--- config.mk ---
export PLATFORM = sky130hd
export DESIGN_NAME = riscv_id_ex_stage
export DESIGN_NICKNAME = d
export VERILOG_FILES = /design/src/rtl/riscv_pipe_pkg.sv /design/src/rtl/riscv_load_use_detect.sv /design/src/rtl/riscv_id_ex_stage.sv
export SDC_FILE = /design/constraint.sdc
export NUM_CORES = 1
export LEC_CHECK = 0
export BUFFER_PORTS_ARGS = -buffer_cell sky130_fd_sc_hd__buf_4
export CORE_AREA = 3 3 152 154
export DETAILED_ROUTE_END_ITERATION = 10
export DIE_AREA = 0 0 155 157
export PLACE_DENSITY = 0.71
export SLEW_MARGIN = 15
export SYNTH_ARGS = -nofsm -noshare
export SYNTH_HDL_FRONTEND = slang
export SYNTH_SLANG_ARGS = --single-unit
--- constraint.sdc ---
create_clock -name clk -period 5.8 [get_ports clk]
set_clock_uncertainty 0.05 [all_clocks]
set_input_delay 0.87 -clock clk [delete_from_list [all_inputs] [get_ports clk]]
set_output_delay 0.87 -clock clk [all_outputs]
set_load 0.01 [all_outputs]
--- src/rtl/riscv_pipe_pkg.sv ---
// Shared pipeline definitions: control-word packing, bubble encoding and
// the WB->ID write-through match used when ID/EX captures register data.
package riscv_pipe_pkg;

  localparam int XLEN_DEF = 32;
  localparam int CTRL_W   = 12;

  // id_ctrl / ex_ctrl packing:
  // {reg_write, mem_read, mem_write, mem_to_reg, alu_src, branch, jump, alu_op[3:0], pc_src}
  localparam int CTRL_REG_WRITE  = 11;
  localparam int CTRL_MEM_READ   = 10;
  localparam int CTRL_MEM_WRITE  = 9;
  localparam int CTRL_MEM_TO_REG = 8;
  localparam int CTRL_ALU_SRC    = 7;
  localparam int CTRL_BRANCH     = 6;
  localparam int CTRL_JUMP       = 5;
  localparam int CTRL_ALU_OP_HI  = 4;
  localparam int CTRL_ALU_OP_LO  = 1;
  localparam int CTRL_PC_SRC     = 0;

  typedef logic [CTRL_W-1:0] ctrl_t;
  typedef logic [4:0]        reg_addr_t;

  localparam ctrl_t BUBBLE_CTRL = '0;

  // x0 is hard-wired to zero, so a WB write to x0 must never be bypassed.
  function automatic logic wb_hits(input logic wb_we, input reg_addr_t wb_rd,
                                   input reg_addr_t rs_addr);
    return wb_we && (wb_rd != 5'd0) && (wb_rd == rs_addr);
  endfunction

endpackage

--- src/rtl/riscv_load_use_detect.sv ---
// Combinational load-use hazard check: the load sitting in EX produces a
// register that the instruction in ID actually reads.
module riscv_load_use_detect
  import riscv_pipe_pkg::*;
(
  input  logic      ex_valid,
  input  logic      ex_mem_read,
  input  reg_addr_t ex_rd_addr,
  input  logic      id_valid,
  input  reg_addr_t id_rs1_addr,
  input  reg_addr_t id_rs2_addr,
  input  logic      id_uses_rs1,
  input  logic      id_uses_rs2,
  output logic      load_use
);

  logic rs1_match;
  logic rs2_match;

  always_comb begin
    rs1_match = id_uses_rs1 && (id_rs1_addr == ex_rd_addr);
    rs2_match = id_uses_rs2 && (id_rs2_addr == ex_rd_addr);
    load_use  = ex_valid && ex_mem_read && (ex_rd_addr != 5'd0) && id_valid &&
                (rs1_match || rs2_match);
  end

endmodule

--- src/rtl/riscv_id_ex_stage.sv ---
// ID/EX pipeline register with load-use bubble insertion, flush, global hold,
// WB->ID write-through on capture and a bubble performance counter.
module riscv_id_ex_stage
  import riscv_pipe_pkg::*;
#(
  parameter int XLEN  = XLEN_DEF,
  parameter int CNT_W = 32
) (
  input  logic             clk,
  input  logic             rst,
  input  logic             hold,
  input  logic             flush,
  input  logic             id_valid,
  input  logic [XLEN-1:0]  id_pc,
  input  logic [4:0]       id_rs1_addr,
  input  logic [4:0]       id_rs2_addr,
  input  logic             id_uses_rs1,
  input  logic             id_uses_rs2,
  input  logic [XLEN-1:0]  id_rs1_data,
  input  logic [XLEN-1:0]  id_rs2_data,
  input  logic [XLEN-1:0]  id_imm,
  input  logic [4:0]       id_rd_addr,
  input  logic [11:0]      id_ctrl,
  input  logic             wb_reg_write,
  input  logic [4:0]       wb_rd_addr,
  input  logic [XLEN-1:0]  wb_data,
  output logic             stall_if_id,
  output logic             ex_valid,
  output logic [XLEN-1:0]  ex_pc,
  output logic [XLEN-1:0]  ex_rs1_data,
  output logic [XLEN-1:0]  ex_rs2_data,
  output logic [XLEN-1:0]  ex_imm,
  output logic [4:0]       ex_rs1_addr,
  output logic [4:0]       ex_rs2_addr,
  output logic [4:0]       ex_rd_addr,
  output logic [11:0]      ex_ctrl,
  output logic             ex_mem_read,
  output logic             ex_reg_write,
  output logic [CNT_W-1:0] bubble_count
);

  localparam logic [CNT_W-1:0] CNT_ONE = 1;

  // Flow control: id_valid marks a real instruction in ID; stall_if_id is the
  // backpressure to IF and IF/ID. While stalled, ID re-presents the same
  // instruction and this stage loads a bubble instead of capturing it.
  // hold freezes this stage outright and is not folded into stall_if_id.

  logic             ex_valid_q,    ex_valid_d;
  logic [XLEN-1:0]  ex_pc_q,       ex_pc_d;
  logic [XLEN-1:0]  ex_rs1_data_q, ex_rs1_data_d;
  logic [XLEN-1:0]  ex_rs2_data_q, ex_rs2_data_d;
  logic [XLEN-1:0]  ex_imm_q,      ex_imm_d;
  logic [4:0]       ex_rs1_addr_q, ex_rs1_addr_d;
  logic [4:0]       ex_rs2_addr_q, ex_rs2_addr_d;
  logic [4:0]       ex_rd_addr_q,  ex_rd_addr_d;
  ctrl_t            ex_ctrl_q,     ex_ctrl_d;
  logic [CNT_W-1:0] bubble_cnt_q,  bubble_cnt_d;
  logic             load_use;

  riscv_load_use_detect u_load_use_detect (
    .ex_valid    (ex_valid_q),
    .ex_mem_read (ex_ctrl_q[CTRL_MEM_READ]),
    .ex_rd_addr  (ex_rd_addr_q),
    .id_valid    (id_valid),
    .id_rs1_addr (id_rs1_addr),
    .id_rs2_addr (id_rs2_addr),
    .id_uses_rs1 (id_uses_rs1),
    .id_uses_rs2 (id_uses_rs2),
    .load_use    (load_use)
  );

  // A flush already kills the dependent instruction, so no stall is needed.
  assign stall_if_id = load_use & ~flush & ~rst;

  always_comb begin
    ex_valid_d    = ex_valid_q;
    ex_pc_d       = ex_pc_q;
    ex_rs1_data_d = ex_rs1_data_q;
    ex_rs2_data_d = ex_rs2_data_q;
    ex_imm_d      = ex_imm_q;
    ex_rs1_addr_d = ex_rs1_addr_q;
    ex_rs2_addr_d = ex_rs2_addr_q;
    ex_rd_addr_d  = ex_rd_addr_q;
    ex_ctrl_d     = ex_ctrl_q;
    bubble_cnt_d  = bubble_cnt_q;
    if (!hold) begin
      if (flush || load_use) begin
        ex_valid_d    = 1'b0;
        ex_pc_d       = '0;
        ex_rs1_data_d = '0;
        ex_rs2_data_d = '0;
        ex_imm_d      = '0;
        ex_rs1_addr_d = '0;
        ex_rs2_addr_d = '0;
        ex_rd_addr_d  = '0;
        ex_ctrl_d     = BUBBLE_CTRL;
        bubble_cnt_d  = bubble_cnt_q + CNT_ONE;
      end else begin
        ex_valid_d    = id_valid;
        ex_pc_d       = id_pc;
        ex_rs1_data_d = wb_hits(wb_reg_write, wb_rd_addr, id_rs1_addr) ? wb_data : id_rs1_data;
        ex_rs2_data_d = wb_hits(wb_reg_write, wb_rd_addr, id_rs2_addr) ? wb_data : id_rs2_data;
        ex_imm_d      = id_imm;
        ex_rs1_addr_d = id_rs1_addr;
        ex_rs2_addr_d = id_rs2_addr;
        ex_rd_addr_d  = id_rd_addr;
        ex_ctrl_d     = id_valid ? id_ctrl : BUBBLE_CTRL;
      end
    end
  end

  always_ff @(posedge clk) begin
    if (rst) begin
      ex_valid_q    <= 1'b0;
      ex_pc_q       <= '0;
      ex_rs1_data_q <= '0;
      ex_rs2_data_q <= '0;
      ex_imm_q      <= '0;
      ex_rs1_addr_q <= '0;
      ex_rs2_addr_q <= '0;
      ex_rd_addr_q  <= '0;
      ex_ctrl_q     <= BUBBLE_CTRL;
      bubble_cnt_q  <= '0;
    end else begin
      ex_valid_q    <= ex_valid_d;
      ex_pc_q       <= ex_pc_d;
      ex_rs1_data_q <= ex_rs1_data_d;
      ex_rs2_data_q <= ex_rs2_data_d;
      ex_imm_q      <= ex_imm_d;
      ex_rs1_addr_q <= ex_rs1_addr_d;
      ex_rs2_addr_q <= ex_rs2_addr_d;
      ex_rd_addr_q  <= ex_rd_addr_d;
      ex_ctrl_q     <= ex_ctrl_d;
      bubble_cnt_q  <= bubble_cnt_d;
    end
  end

  assign ex_valid     = ex_valid_q;
  assign ex_pc        = ex_pc_q;
  assign ex_rs1_data  = ex_rs1_data_q;
  assign ex_rs2_data  = ex_rs2_data_q;
  assign ex_imm       = ex_imm_q;
  assign ex_rs1_addr  = ex_rs1_addr_q;
  assign ex_rs2_addr  = ex_rs2_addr_q;
  assign ex_rd_addr   = ex_rd_addr_q;
  assign ex_ctrl      = ex_ctrl_q;
  assign ex_mem_read  = ex_ctrl_q[CTRL_MEM_READ];
  assign ex_reg_write = ex_ctrl_q[CTRL_REG_WRITE];
  assign bubble_count = bubble_cnt_q;

endmodule

==> impl_metrics.json <==
{
  "status": "complete, no violations",
  "initial_utilization_pct": 34.4,
  "postCtsHoldBufs": 0,
  "die_height_um": 157,
  "drive_above_1_share_pct": 36.9,
  "hp-class": "reg2reg",
  "io_pins": 391,
  "cts_made_buffers": 17,
  "final_cell_mix": "398 x buf_4, 188 x dfxtp_1, 96 x nor2_1",
  "clk_latency_ns": 0.43,
  "p_leak_nw": 4.69,
  "clockRootBuffer": "clkbuf_16",
  "ys_seq_area_share_pct": 50.1,
  "clockBufferDepth": 2,
  "antenna_found_initial": 5,
  "drtIter0Drc": 437,
  "fin_nets": 1368,
  "dpl.hpwl_um": 19500,
  "detail_route.vias_per_cell": 5.13,
  "post-cts-setup-buffer-count": 0,
  "report.final.slew_viol_count": 0,
  "ys_async_sr_fraction_pct": 0,
  "worstMarginPinSlew_ns": 0.967,
  "yosys_warnings": 0,
  "ir_worst_vdd_v": 0.000178,
  "hold_viol": 0,
  "io_buffers": 390,
  "worstPathArrival_ns": 2.18,
  "dieArea_mm2": 0.0243,
  "cts_tree": "yes",
  "clk_pin_slew_worst_paths_ns": 0.06,
  "syn_avg_cell_area_um2": 9.20,
  "grt_pass1_wl_um": 40000,
  "gp_congestion": 0.820,
  "firstDrtPassIters": 4,
  "cts_htree_levels": 4,
  "seqCellArea_mm2": 0.00376,
  "area_growth_pct": 48.9,
  "hold_ws_ns": 0.405,
  "wirelength_um": 26400,
  "ys_ff_latch": 188,
  "synthFlopType": "dfxtp_1",
  "dp_worst_setup_slack_ns": 2.55,
  "cp-start-kind": "primary input",
  "fillers": 2045,
  "cts.sinks": 188,
  "worstSetupEndpointType": "output pin",
  "synth_nets": 1018,
  "slew_headroom_pct": 35.5,
  "grt_pass1_vias": 7311,
  "finalSetupViolCount": 0,
  "num_rows": 54,
  "grt_max_degree": 85,
  "vias": 7505,
  "grt_remaining_overflow": 0,
  "avgRoutedWirePerCell_um": 18.0,
  "yosys.cell_types.count": 36,
  "synth_edf_count": 0,
  "critical_path_required_ns": 4.88,
  "syn-instance-count": 817,
  "core_mm2": 0.0218,
  "grtUsageTotal_pct": 20.5,
  "fin_ws_ns": 2.70,
  "cap_violations": 0,
  "multi_input_area_mm2": 0.00350,
  "fmax_mhz": 323,
  "critPathKind": "in2out",
  "tns_ns": 0,
  "grt_setup_unrepaired": "false",
  "antenna_left": 0,
  "die_w_um": 155,
  "fin_crit_sh_pct": 53.5,
  "mostFrequentLayoutCell": "buf_4",
  "drcViolationCount": 0,
  "period_minus_slack_ns": 3.10,
  "path_max_fanout": 3,
  "cts-resized-gates": 0,
  "syn_area_mm2": 0.00751,
  "power_per_cell_area_mw_per_mm2": 255
}
==> state kept, by name (all words and copies together), names as in the netlist <==
signal / count
ex_rs2_addr: 5
ex_ctrl: 12
ex_rs2_data: 32
ex_rd_addr: 5
ex_pc: 32
ex_imm: 32
ex_rs1_addr: 5
ex_valid: 1
bubble_count: 32
ex_rs1_data: 32
==> stage by stage <==
| stage | total power, mW | cells | instance area [um^2] | util, % |
|---|---|---|---|---|
| floorplan | 1.53 | 817 | 7510 | - |
| global placement | 1.75 | 1428 | 10600 | 48.6 |
| detailed placement | 1.76 | 1428 | 10600 | 48.6 |
| CTS | 2.89 | 1460 | 11200 | 51.2 |
| global route | 2.98 | 1462 | 11200 | 51.3 |
| finish | 2.85 | 1463 | 11200 | 51.3 |
==> Yosys cell counts (4+ instances only) <==
| cell | n | share of area [%] |
|---|---|---|
| dfxtp_1 | 188 | 50 |
| nor2_1 | 96 | 4.8 |
| nand2_1 | 81 | 4.0 |
| a22oi_1 | 79 | 7.9 |
| mux2i_1 | 76 | 10 |
| o21ai_0 | 70 | 4.7 |
| clkbuf_1 | 56 | 2.8 |
| a21oi_1 | 32 | 2.1 |
| or4_1 | 26 | 2.6 |
| o31ai_1 | 25 | 2.5 |
| xnor2_1 | 16 | 1.9 |
| nand4_1 | 12 | 1.0 |
| nand3_1 | 11 | 0.73 |
| buf_2 | 6 | 0.40 |
| or3_1 | 6 | 0.50 |
| and4_1 | 4 | 0.47 |
| xor2_1 | 4 | 0.47 |
==> final timing paths <==
path                                 startpoint              end  slack (ns)  depth (start not counted)
worst min register to register  ex_rs2_data[28]  ex_rs2_data[28]        0.40                          2
worst max-delay path             id_rs1_addr[4]      stall_if_id        2.70                          7
worst min-delay path            ex_rs2_data[28]  ex_rs2_data[28]        0.40                          2
worst max register to register    ex_rd_addr[3]       ex_ctrl[6]        2.99                          7
==> routing by layer <==
| metal | vias to the layer above | global-route usage [%] | wire length [um] |
|---|---|---|---|
| met1 | 3554 | 25.0 | 10600 |
| met5 | - | 0 | 27 |
| met2 | 270 | 34.4 | 13000 |
| li1 | 3642 | - | - |
| met4 | 4 | 6.35 | 603 |
| met3 | 35 | 7.04 | 2140 |
==> where the power goes <==
part           total [mW]  switching (mW)  internal [mW]
sequential           1.36          0.0277           1.33
clock                1.13           0.551          0.580
combinational       0.362           0.171          0.191
total                2.85           0.749           2.11
==> worst max-delay path, cell delays in order <==
cell	delay [ns]
buf_4	0.14
xnor2_1	0.15
nand4_1	0.11
o22ai_1	0.47
nand2_1	0.11
nor3_1	0.16
buf_4	0.17
==> area by class of cell <==
cell class              count  share of cell area, %
flip-flops and latches    188                   33.6
multi-input cells         559                   31.3
repair buffers            398                   26.7
clock buffers              19                   3.96
well taps                 280                   3.13
clock inverters            13                   1.13
inverters                   3                  0.101
diodes                      3                 0.0671
==> kinds of logic after synthesis <==
family | Yosys count | share of synthesized area, %
AO/OA/AOI/OAI | 211 | 17.7
XOR/XNOR | 20 | 2.33
adder cells (fa/ha/maj) | 1 | 0.166
buffers and inverters | 70 | 3.95
flip-flops | 188 | 50.1
multiplexers | 77 | 10.3
AND/OR/NAND/NOR | 250 | 15.5
(Power assumes the default switching activity.)
